--- src/rtl/cnn_fixed_pkg.sv ---
// Fixed-point formats, FSM encoding and the round/saturate helper shared by the
// conv/dense requant stage and the pooling stage.
package cnn_fixed_pkg;

  localparam int FX_PROD_W    = 28;
  localparam int FX_PROD_FRAC = 20;
  localparam int FX_OUT_W     = 16;
  localparam int FX_OUT_FRAC  = 10;
  localparam int FX_SHIFT     = FX_PROD_FRAC - FX_OUT_FRAC;
  localparam int RS_W         = 64;

  localparam logic signed [RS_W-1:0] OUT_MAX = (64'sd1 <<< (FX_OUT_W - 1)) - 64'sd1;
  localparam logic signed [RS_W-1:0] OUT_MIN = -(64'sd1 <<< (FX_OUT_W - 1));

  typedef enum logic [1:0] {
    S_ACC = 2'd0,
    S_RND = 2'd1,
    S_OUT = 2'd2
  } state_t;

  typedef struct packed {
    logic signed [FX_OUT_W-1:0] data;
    logic                       sat;
  } rs_t;

  // Round half up, optional ReLU, then clip to the W16/I6 range.
  function automatic rs_t round_sat(input logic signed [RS_W-1:0] acc, input logic relu);
    logic signed [RS_W-1:0] r;
    rs_t res;
    r = (acc + (64'sd1 <<< (FX_SHIFT - 1))) >>> FX_SHIFT;
    res.sat = 1'b0;
    if (relu && (r < 0))
      r = '0;
    if (r > OUT_MAX) begin
      res.data = OUT_MAX[FX_OUT_W-1:0];
      res.sat  = 1'b1;
    end else if (r < OUT_MIN) begin
      res.data = OUT_MIN[FX_OUT_W-1:0];
      res.sat  = 1'b1;
    end else begin
      res.data = r[FX_OUT_W-1:0];
    end
    return res;
  endfunction

endpackage

--- src/rtl/cnn_round_sat.sv ---
// Combinational requantiser: accumulator (product scale) to W16/I6 activation.
module cnn_round_sat
  import cnn_fixed_pkg::*;
#(
  parameter int ACC_W   = 40,
  parameter bit RELU_EN = 1'b1
) (
  input  logic signed [ACC_W-1:0]    acc,
  output logic signed [FX_OUT_W-1:0] data,
  output logic                       sat
);

  rs_t rs;

  assign rs   = round_sat({{(RS_W-ACC_W){acc[ACC_W-1]}}, acc}, RELU_EN);
  assign data = rs.data;
  assign sat  = rs.sat;

endmodule

--- src/rtl/cnn_mac_requant.sv ---
// Window accumulator with per-window bias, followed by round/saturate/ReLU and a
// held valid/ready result towards the activation store.
module cnn_mac_requant
  import cnn_fixed_pkg::*;
#(
  parameter int PROD_W    = FX_PROD_W,
  parameter int PROD_FRAC = FX_PROD_FRAC,
  parameter int OUT_W     = FX_OUT_W,
  parameter int OUT_FRAC  = FX_OUT_FRAC,
  parameter int ACC_W     = 40,
  parameter int MAX_TAPS  = 256,
  parameter bit RELU_EN   = 1'b1,
  parameter int CNT_W     = $clog2(MAX_TAPS) + 1
) (
  input  logic                     ap_clk,
  input  logic                     ap_rst_n,
  input  logic signed [PROD_W-1:0] prod_din,
  input  logic                     prod_valid,
  input  logic                     prod_last,
  output logic                     prod_ready,
  input  logic signed [OUT_W-1:0]  bias_din,
  output logic signed [OUT_W-1:0]  out_data,
  output logic                     out_sat,
  output logic [CNT_W-1:0]         out_taps,
  output logic                     out_valid,
  input  logic                     out_ready
);

  localparam int SHIFT = PROD_FRAC - OUT_FRAC;

  state_t                   state, state_nxt;
  logic                     ready_en;
  logic                     first;
  logic signed [ACC_W-1:0]  acc;
  logic [CNT_W-1:0]         cnt;
  logic                     accept, close;
  logic [CNT_W-1:0]         cnt_nxt;
  logic signed [ACC_W-1:0]  bias_aligned, prod_ext, acc_base;
  logic signed [OUT_W-1:0]  rs_data;
  logic                     rs_sat;

  assign accept       = prod_valid & prod_ready;
  assign cnt_nxt      = first ? CNT_W'(1) : cnt + CNT_W'(1);
  assign close        = accept & (prod_last | (cnt_nxt == CNT_W'(MAX_TAPS)));
  assign bias_aligned = {{(ACC_W-OUT_W){bias_din[OUT_W-1]}}, bias_din} <<< SHIFT;
  assign prod_ext     = {{(ACC_W-PROD_W){prod_din[PROD_W-1]}}, prod_din};
  assign acc_base     = first ? bias_aligned : acc;

  cnn_round_sat #(
    .ACC_W   (ACC_W),
    .RELU_EN (RELU_EN)
  ) u_round_sat (
    .acc  (acc),
    .data (rs_data),
    .sat  (rs_sat)
  );

  always_ff @(posedge ap_clk or negedge ap_rst_n) begin
    if (!ap_rst_n)
      state <= S_ACC;
    else
      state <= state_nxt;
  end

  always_comb begin
    state_nxt = state;
    unique case (state)
      S_ACC:   if (close) state_nxt = S_RND;
      S_RND:   state_nxt = S_OUT;
      S_OUT:   if (out_ready) state_nxt = S_ACC;
      default: state_nxt = S_ACC;
    endcase
  end

  // ready_en keeps the input closed while reset is held and for the release cycle.
  always_comb begin
    prod_ready = ready_en & (state == S_ACC);
  end

  always_ff @(posedge ap_clk or negedge ap_rst_n) begin
    if (!ap_rst_n) begin
      ready_en  <= 1'b0;
      first     <= 1'b1;
      acc       <= '0;
      cnt       <= '0;
      out_data  <= '0;
      out_sat   <= 1'b0;
      out_taps  <= '0;
      out_valid <= 1'b0;
    end else begin
      ready_en <= 1'b1;
      if (accept) begin
        acc   <= acc_base + prod_ext;
        cnt   <= cnt_nxt;
        first <= 1'b0;
      end
      if (state == S_RND) begin
        out_data  <= rs_data;
        out_sat   <= rs_sat;
        out_taps  <= cnt;
        out_valid <= 1'b1;
      end
      if ((state == S_OUT) && out_ready) begin
        out_valid <= 1'b0;
        first     <= 1'b1;
      end
    end
  end

endmodule

--- config.mk ---
export PLATFORM = sky130hd
export DESIGN_NAME = cnn_mac_requant
export DESIGN_NICKNAME = d
export VERILOG_FILES = /design/src/rtl/cnn_fixed_pkg.sv /design/src/rtl/cnn_round_sat.sv /design/src/rtl/cnn_mac_requant.sv
export SDC_FILE = /design/constraint.sdc
export NUM_CORES = 1
export LEC_CHECK = 0
export CORE_MARGIN = 1
export CORE_UTILIZATION = 39
export DETAILED_ROUTE_END_ITERATION = 8
export DONT_BUFFER_PORTS = 1
export PLACE_DENSITY_LB_ADDON = 0.3
export SLEW_MARGIN = 20
export SYNTH_ARGS = -nofsm -noshare
export SYNTH_HDL_FRONTEND = slang
export SYNTH_HIERARCHICAL = 1
export SYNTH_SLANG_ARGS = --single-unit
--- constraint.sdc ---
create_clock -name ap_clk -period 5.2 [get_ports ap_clk]
set_clock_uncertainty 0.1 [all_clocks]
set_input_delay 1.3 -clock ap_clk [delete_from_list [all_inputs] [get_ports ap_clk]]
set_output_delay 1.3 -clock ap_clk [all_outputs]
set_load 0.02 [all_outputs]
-- After elaboration in Yosys (flattened, before gate mapping)
Index checks and enable logic that the tools add are counted.
- reduce and logical (&&, ||, !) cells: 5
- muxes and demuxes: 13
- add/subtract/negate cells: 3
- eq/ne operators: 5
- bitwise logic cells: 4
- $lt $le $gt $ge: 3
- operators by type and width (cell ; number):
    64-bit by 16-bit > comparator with 1-bit output, second input constant ; 1
    64-bit by 16-bit less-than comparator with 1-bit output, second input constant ; 1
    64-bit 2-to-1 mux ; 1
    40-bit by 11-bit adder with 41-bit output, second input constant ; 1
    40-bit by 28-bit adder with 40-bit output ; 1
    40-bit 2-to-1 mux ; 1
    31-bit by 1-bit less-than comparator with 1-bit output, second input constant ; 1
    17-bit 2-to-1 mux ; 1
    16-bit 2-to-1 mux ; 1
    9-bit by 1-bit adder with 9-bit output, second input constant ; 1
    9-bit equality test, second input constant ; 1
    9-bit 2-to-1 mux ; 1
    2-bit one-hot mux with 3 select lines ; 1
    1-bit 2-to-1 mux ; 5
    2-bit 2-to-1 mux ; 2
    2-bit != test, second input constant ; 2
    2-bit nonzero test ; 2
    1-bit bitwise AND ; 3
    2-bit by 1-bit equality test with 1-bit output, second input constant ; 1
    2-bit equality test, second input constant ; 1
    2-bit zero test ; 1
    2-bit AND reduction ; 1
    1-bit logical AND ; 1
    1-bit OR ; 1
- register bits: 80
- output and inout bits: 28
- logic and storage cells: 42
- input port bits: 49

-- Depth between registers and ports, before layout
Gate-level depths: netlist (run 1).
- word-level depth: 7
- mapped depth: 13
- gate-level depth less buffers: 11

-- Cells and area by module
The synthesis (run 1) kept the hierarchy.
- modules (own cells, without submodules) (module ; cells each ; area each (um^2) ; times used ; sequential area each (um^2)):
    cnn_mac_requant ; 655 ; 5818.1 ; 1 ; 2003.2
    cnn_round_sat ; 128 ; 880.8 ; 1 ; 0.0

-- Worst setup path after synthesis (run 1)
Ideal clock, no wire load.
- path kind: in2reg
- start point: input port bias_din[15]
- end point: register acc[39]
- cell stages on the path: 13
- required time: 4.968 ns
- library setup time: 0.132 ns
- arrival: 3.513 ns
- path slack: 1.455 ns
- path buffers: 2
- cell sequence: nand2_1 -> clkbuf_1 -> o21ai_0 -> ha_1 -> clkbuf_1 -> nand2_1 -> nor3_1 -> nand2_1 -> o211ai_1 -> o21bai_1 -> o211a_1 -> a221oi_1 -> o21ai_1
- longest elaborated chain between the ends: 2
- ends and longest elaborated chain (what ; line ; RTL):
    from (decl) ; cnn_mac_requant.sv:21 ; input logic signed [OUT_W-1:0] bias_din,
    40-bit 2-to-1 mux ; cnn_mac_requant.sv:47 ; assign acc_base = first ? bias_aligned : acc;
    40-bit by 28-bit adder with 40-bit output ; cnn_mac_requant.sv:93 ; acc <= acc_base + prod_ext;
    to (signal assigned) ; cnn_mac_requant.sv:93 ;
    to (decl) ; cnn_mac_requant.sv:34 ; logic signed [ACC_W-1:0] acc;
No other way between the ends.
A chain may end at the register's enable or synchronous reset.

-- Worst setup path after layout (run 1)
- start point: register first
- end point: register acc[39]
- longest elaborated chain between the ends: 2
- ends and longest elaborated chain (what ; line ; RTL):
    from (decl) ; cnn_mac_requant.sv:33 ; logic first;
    from (signal assigned) ; cnn_mac_requant.sv:83 ; first <= 1'b1;
    from (signal assigned) ; cnn_mac_requant.sv:95 ; first <= 1'b0;
    from (signal assigned) ; cnn_mac_requant.sv:105 ; first <= 1'b1;
    40-bit 2-to-1 mux ; cnn_mac_requant.sv:47 ;
    40-bit by 28-bit adder with 40-bit output ; cnn_mac_requant.sv:93 ;
No other way between the ends.

==> metrics, run 1 <==
Finished Core Util 42.50%; # hold bufs at CTS 0; count leader, synth nand2_1; R2R Setup Slk 1170 ps; Main synth FF type dfrtp_1; status finished, final reports clean; MaxCap Viol Count 0; IO buf count 0; Post-CTS Setup Repair Bufs 0; row count 47; via count 5,637; Final GP Congestion 0.8973; Layout area overhead 5.958%; Routed Antenna Nets 0; Final Hold Slack 368.5 ps; total track usage 19.93%; RSZ-0062 raised after global routing false; post-synthesis register bit count 80; # H-tree levels 3; count of cells resized by post-cts repair 0; post-synthesis instance area 6699 µm²; initial antenna violation count 0; total grt overflow 0; DRC violations left 0; final setup fails 0; die height 133.1 µm; Pwr Density 594.1 nW/µm²; worst skew pair latency 350 ps; worst slew pin tran 889.7 ps; Worst-path clk slew 70 ps; share of layout cells above drive strength 1 12.22%; worst vdd ir 0.2387 mV; largest net degree at the start of global routing 81; Slew Viols, Final 0; FILL cells 1,689; Post-Syn Nets 874; Clock Tree Root clkbuf_16; Syn. warnings 6; CP required 5320 ps; top cell type's share of synthesized area 29.51%; top cells by area, synth dfrtp_1 30%, ha_1 7.7%, mux2_2 7.2%, nand2_1 5.2%, o21ai_0 4.7%; routed wire length 16,920 µm; largest area contributor in the netlist dfrtp_1; cts bufs inserted 9; final hold viol count 0; Hold Path Class register to register; Initial Util 40.11%; Avg Vias per Cell 5.746; crit-path cells buf_4 > mux2_2 > ha_1 > nand4_1 > nor3_1 > nand2_1 > o211ai_1 > o21bai_1 > o211a_1 > a221oi_1 > o21ai_1; Die Area 17,710 µm²; DP HPWL 12,600 µm; vias in the first global route 5,356; Slew HR 40.69%; fin crit share 77.42%; leakage 3.018 nW; Crit-path slowest cell dfstp_2; CP endpoint kind register; CTS Buffer Depth 2; cells after synthesis 783; post-layout instance area 7098 µm²; Core Area 16,700 µm²; most frequent cells after synthesis 92 x nand2_1, 79 x dfrtp_1, 63 x o21ai_0; critical path's largest stage delay 900 ps; maximum fanout along the worst path 25; arrival time worst endpoint 4150 ps; CTS tree done; final worst slack 1174 ps; startpoint types register; EDFF count, synth 0; kind of critical path register to register; IO Pins 77; final net count 847; dpl cell area 6785 µm²; clk sink count 80; library cells used by synthesis 82; first-pass GRT wire length 28,210 µm; Fin Setup TNS 0 ps; asr flop ratio synth 100.0%; Post-Place Setup Slack 951.3 ps; fin crit period 4026 ps; first drt pass iteration count 5; post-synthesis sequential area ratio 29.90%; Fmax achieved 248.4 MHz; n_diodes 0; Mean Syn Cell Area 8.555 µm²; drt wl/cell 17.24 µm; initial drt markers 316; die extent in x 133.1 µm
## report_power, final
group / internal, mW / switching, mW / total, mW / leakage, nW
Clock: 0.377 / 0.285 / 0.663 / 0.147
Combinational: 0.963 / 1.22 / 2.18 / 1.88
Sequential: 0.883 / 0.493 / 1.38 / 0.991
## cell usage in the layout, fill, tap and decap left out, types with 22 or more instances in the layout
master    n
nand2_1  91
dfrtp_1  79
o21ai_0  63
mux2_2   43
nor2_1   43
a21oi_1  43
ha_1     41
nand3_1  31
inv_1    29
xnor2_1  27
xor2_1   22
## per-layer routing
metal / track usage [%] / part of all wire (%)
met3: 3.487 / 5.4
met5: 0 / 0
met2: 31.01 / 44
met1: 27.68 / 49
met4: 6.960 / 1.6
## final timing paths
| check | from | end | depth (start not counted) |
|---|---|---|---|
| worst max-delay path | first | acc[39] | 11 |
| worst min-delay path | acc[1] | acc[1] | 2 |
| worst max register to register | first | acc[39] | 11 |
| worst min register to register | acc[1] | acc[1] | 2 |
| max in group asynchronous | ap_rst_n | first | 0 |
| min in group asynchronous | ap_rst_n | acc[32] | 0 |
## state kept, by name, summed over array words and instances (netlist names)
name and cells:
out_taps 9, cnt 9, ready_en 1, state 2, out_valid 1, acc 40, first 1, out_data 16
out_sat 1
## worst max-delay path, delay by kind of cell, from the launching register on
family / cells / cell delay [ps]
compound gates: 5 / 1070
fa+ha+maj: 1 / 390
buf+inv: 1 / 360
flops: 1 / 900
mux: 1 / 360
simple gates: 3 / 710
## cells by family after synthesis
| kind of cell | synth area share [%] |
|---|---|
| mux | 7.826 |
| compound gates | 23.37 |
| buf+inv | 4.968 |
| other cells | 0.1121 |
| simple gates | 19.46 |
| fa+ha+maj | 7.957 |
| flops | 29.90 |
| xor+xnor | 6.406 |
## final cells by class
class | instances | area (µm²) | area share, %
clock buffer | 9 | 225.2 | 3.173
inverter | 29 | 108.9 | 1.534
timing repair buffer | 4 | 30.03 | 0.4231
clock inverter | 7 | 77.57 | 1.093
multi-input combinational | 632 | 4378 | 61.68
sequential | 80 | 2003 | 28.22
tap | 220 | 275.3 | 3.878
## metrics by stage
stage	power, mW	std cells
2_1_floorplan	3.068	783
3_3_place_gp	3.520	965
3_5_place_dp	3.544	965
4_1_cts	4.222	981
5_1_grt	4.566	981
6_report	4.217	981
Note: power is estimated with default switching activity, not from simulation.
==> run 2, diff against run 1 <==
==> constraint.sdc (replaced) <==
create_clock -name ap_clk -period 3.4 [get_ports ap_clk]
set_clock_uncertainty 0.1 [all_clocks]
set_input_delay 0.85 -clock ap_clk [delete_from_list [all_inputs] [get_ports ap_clk]]
set_output_delay 0.85 -clock ap_clk [all_outputs]
set_load 0.02 [all_outputs]
==> metrics, run 2 (synthesized netlist as in run 1, its figures left out) <==
final setup fails 0; R2R Setup Slk 80 ps; CP startpoint first; arrival time worst endpoint 3450 ps; n_diodes 0; Avg Vias per Cell 5.646; die height 133.1 µm; via count 5,838; total track usage 20.45%; maximum fanout along the worst path 11; clk sink count 80; biggest regs acc (40), out_data (16); largest net degree at the start of global routing 81; fin crit period 3316 ps; final net count 900; first-pass GRT wire length 28,780 µm; most frequent cells in the layout 91 x nand2_1, 79 x dfrtp_1, 62 x o21ai_0, 55 x buf_4, 43 x mux2_2; Pwr Total 7.146 mW; row count 47; Die Area 17,710 µm²; R2R cell count 11; final hold viol count 0; vias in the first global route 5,463; IO Pins 77; CTS tree done; DP HPWL 13,590 µm; share of layout cells above drive strength 1 20.15%; Routed Antenna Nets 0; leakage 3.301 nW; worst flop-to-flop path startpoint first; startpoint types register; worst skew pair latency 350 ps; kind of critical path register to register; CTS Buffer Depth 2; CP required 3530 ps; Hold Path Class input port to async pin; Fin Setup TNS 0 ps; Pwr Density 928.7 nW/µm²; Final GP Congestion 0.9066; initial drt markers 420; Clock Tree Root clkbuf_16; IO buf count 0; die extent in x 133.1 µm; worst slew pin tran 977.6 ps; DRC violations left 0; MaxCap Viol Count 0; worst vdd ir 0.4288 mV; RSZ-0062 raised after global routing true; first drt pass iteration count 4; Final Hold Slack 92.25 ps; drt wl/cell 17.12 µm; Worst-path clk slew 70 ps; # H-tree levels 3; Largest Register acc; total grt overflow 0; Slew Viols, Final 0; cts bufs inserted 9; CP endpoint kind register; Fmax achieved 301.6 MHz; status finished, final reports clean; Layout area overhead 14.87%; commonest non-fill, non-tap cell in the layout nand2_1; Finished Core Util 46.07%; FILL cells 1,669; fin crit share 97.53%; Initial Util 40.11%; routed wire length 17,700 µm; max reg flops 40; # hold bufs at CTS 0; Core Area 16,700 µm²; Slew HR 34.82%; initial antenna violation count 0; Reg-to-Reg End acc[37]
==> run 2: per-stage QoR <==
| step | setup slack [ps] | area (µm²) | instances |
|---|---|---|---|
| after CTS | 2.113 | 7555 | 1033 |
| after detailed placement | -93.35 | 7193 | 1016 |
| after global placement | -46.89 | 7193 | 1016 |
| final | 83.92 | 7695 | 1034 |
| after floorplan | 14.36 | 6703 | 783 |
| after global routing | -10.28 | 7695 | 1034 |
==> run 2: worst max path at each step <==
stage / end / cells past startpoint
finish: acc[37] / 11
global route: acc[25] / 12
CTS: acc[37] / 11
detailed placement: acc[39] / 10
global placement: acc[37] / 10
floorplan: acc[36] / 13
==> run 2: final cells by class <==
cell class	instances	area (µm²)	share of cell area, %
multi-input combinational	632	4509	58.60
sequential	80	2003	26.03
timing repair buffer	57	452.9	5.886
tap	220	275.3	3.577
clock buffer	10	229.0	2.976
clock inverter	6	116.4	1.512
inverter	29	108.9	1.415
==> run 2: worst max-delay path, cell delays in order (launching register included) <==
cell and delay, ps:
dfstp_2 580, buf_12 140, mux2_2 340, ha_2 410
nand4_4 150, nand2b_4 170, o32ai_4 320, a2111oi_4 110
o41ai_2 440, a31oi_1 170, xnor2_1 180, o21ai_1 80
==> run 2: repair_timing <==
action | CTS | global route
cloned | 0 | 0
pin swaps | 2 | 4
buffers inserted | 1 | 1
setup endpoints to repair | 4 | 12
gates resized for setup | 2 | 25
==> run 2: where the power goes <==
part	switching (mW)	leakage (nW)	internal, mW
clock network	0.421	0.167	0.723
registers	0.760	0.991	1.35
logic	2.04	2.14	1.85
==> run 2: layer usage <==
layer / vias to the layer above / GRT usage, % / share of wire (%)
li1: 2923 / - / -
met1: 2793 / 28.67 / 49
met2: 108 / 32.40 / 45
met3: 14 / 3.372 / 4.6
met4: 0 / 5.428 / 1.0
met5: - / 0 / 0
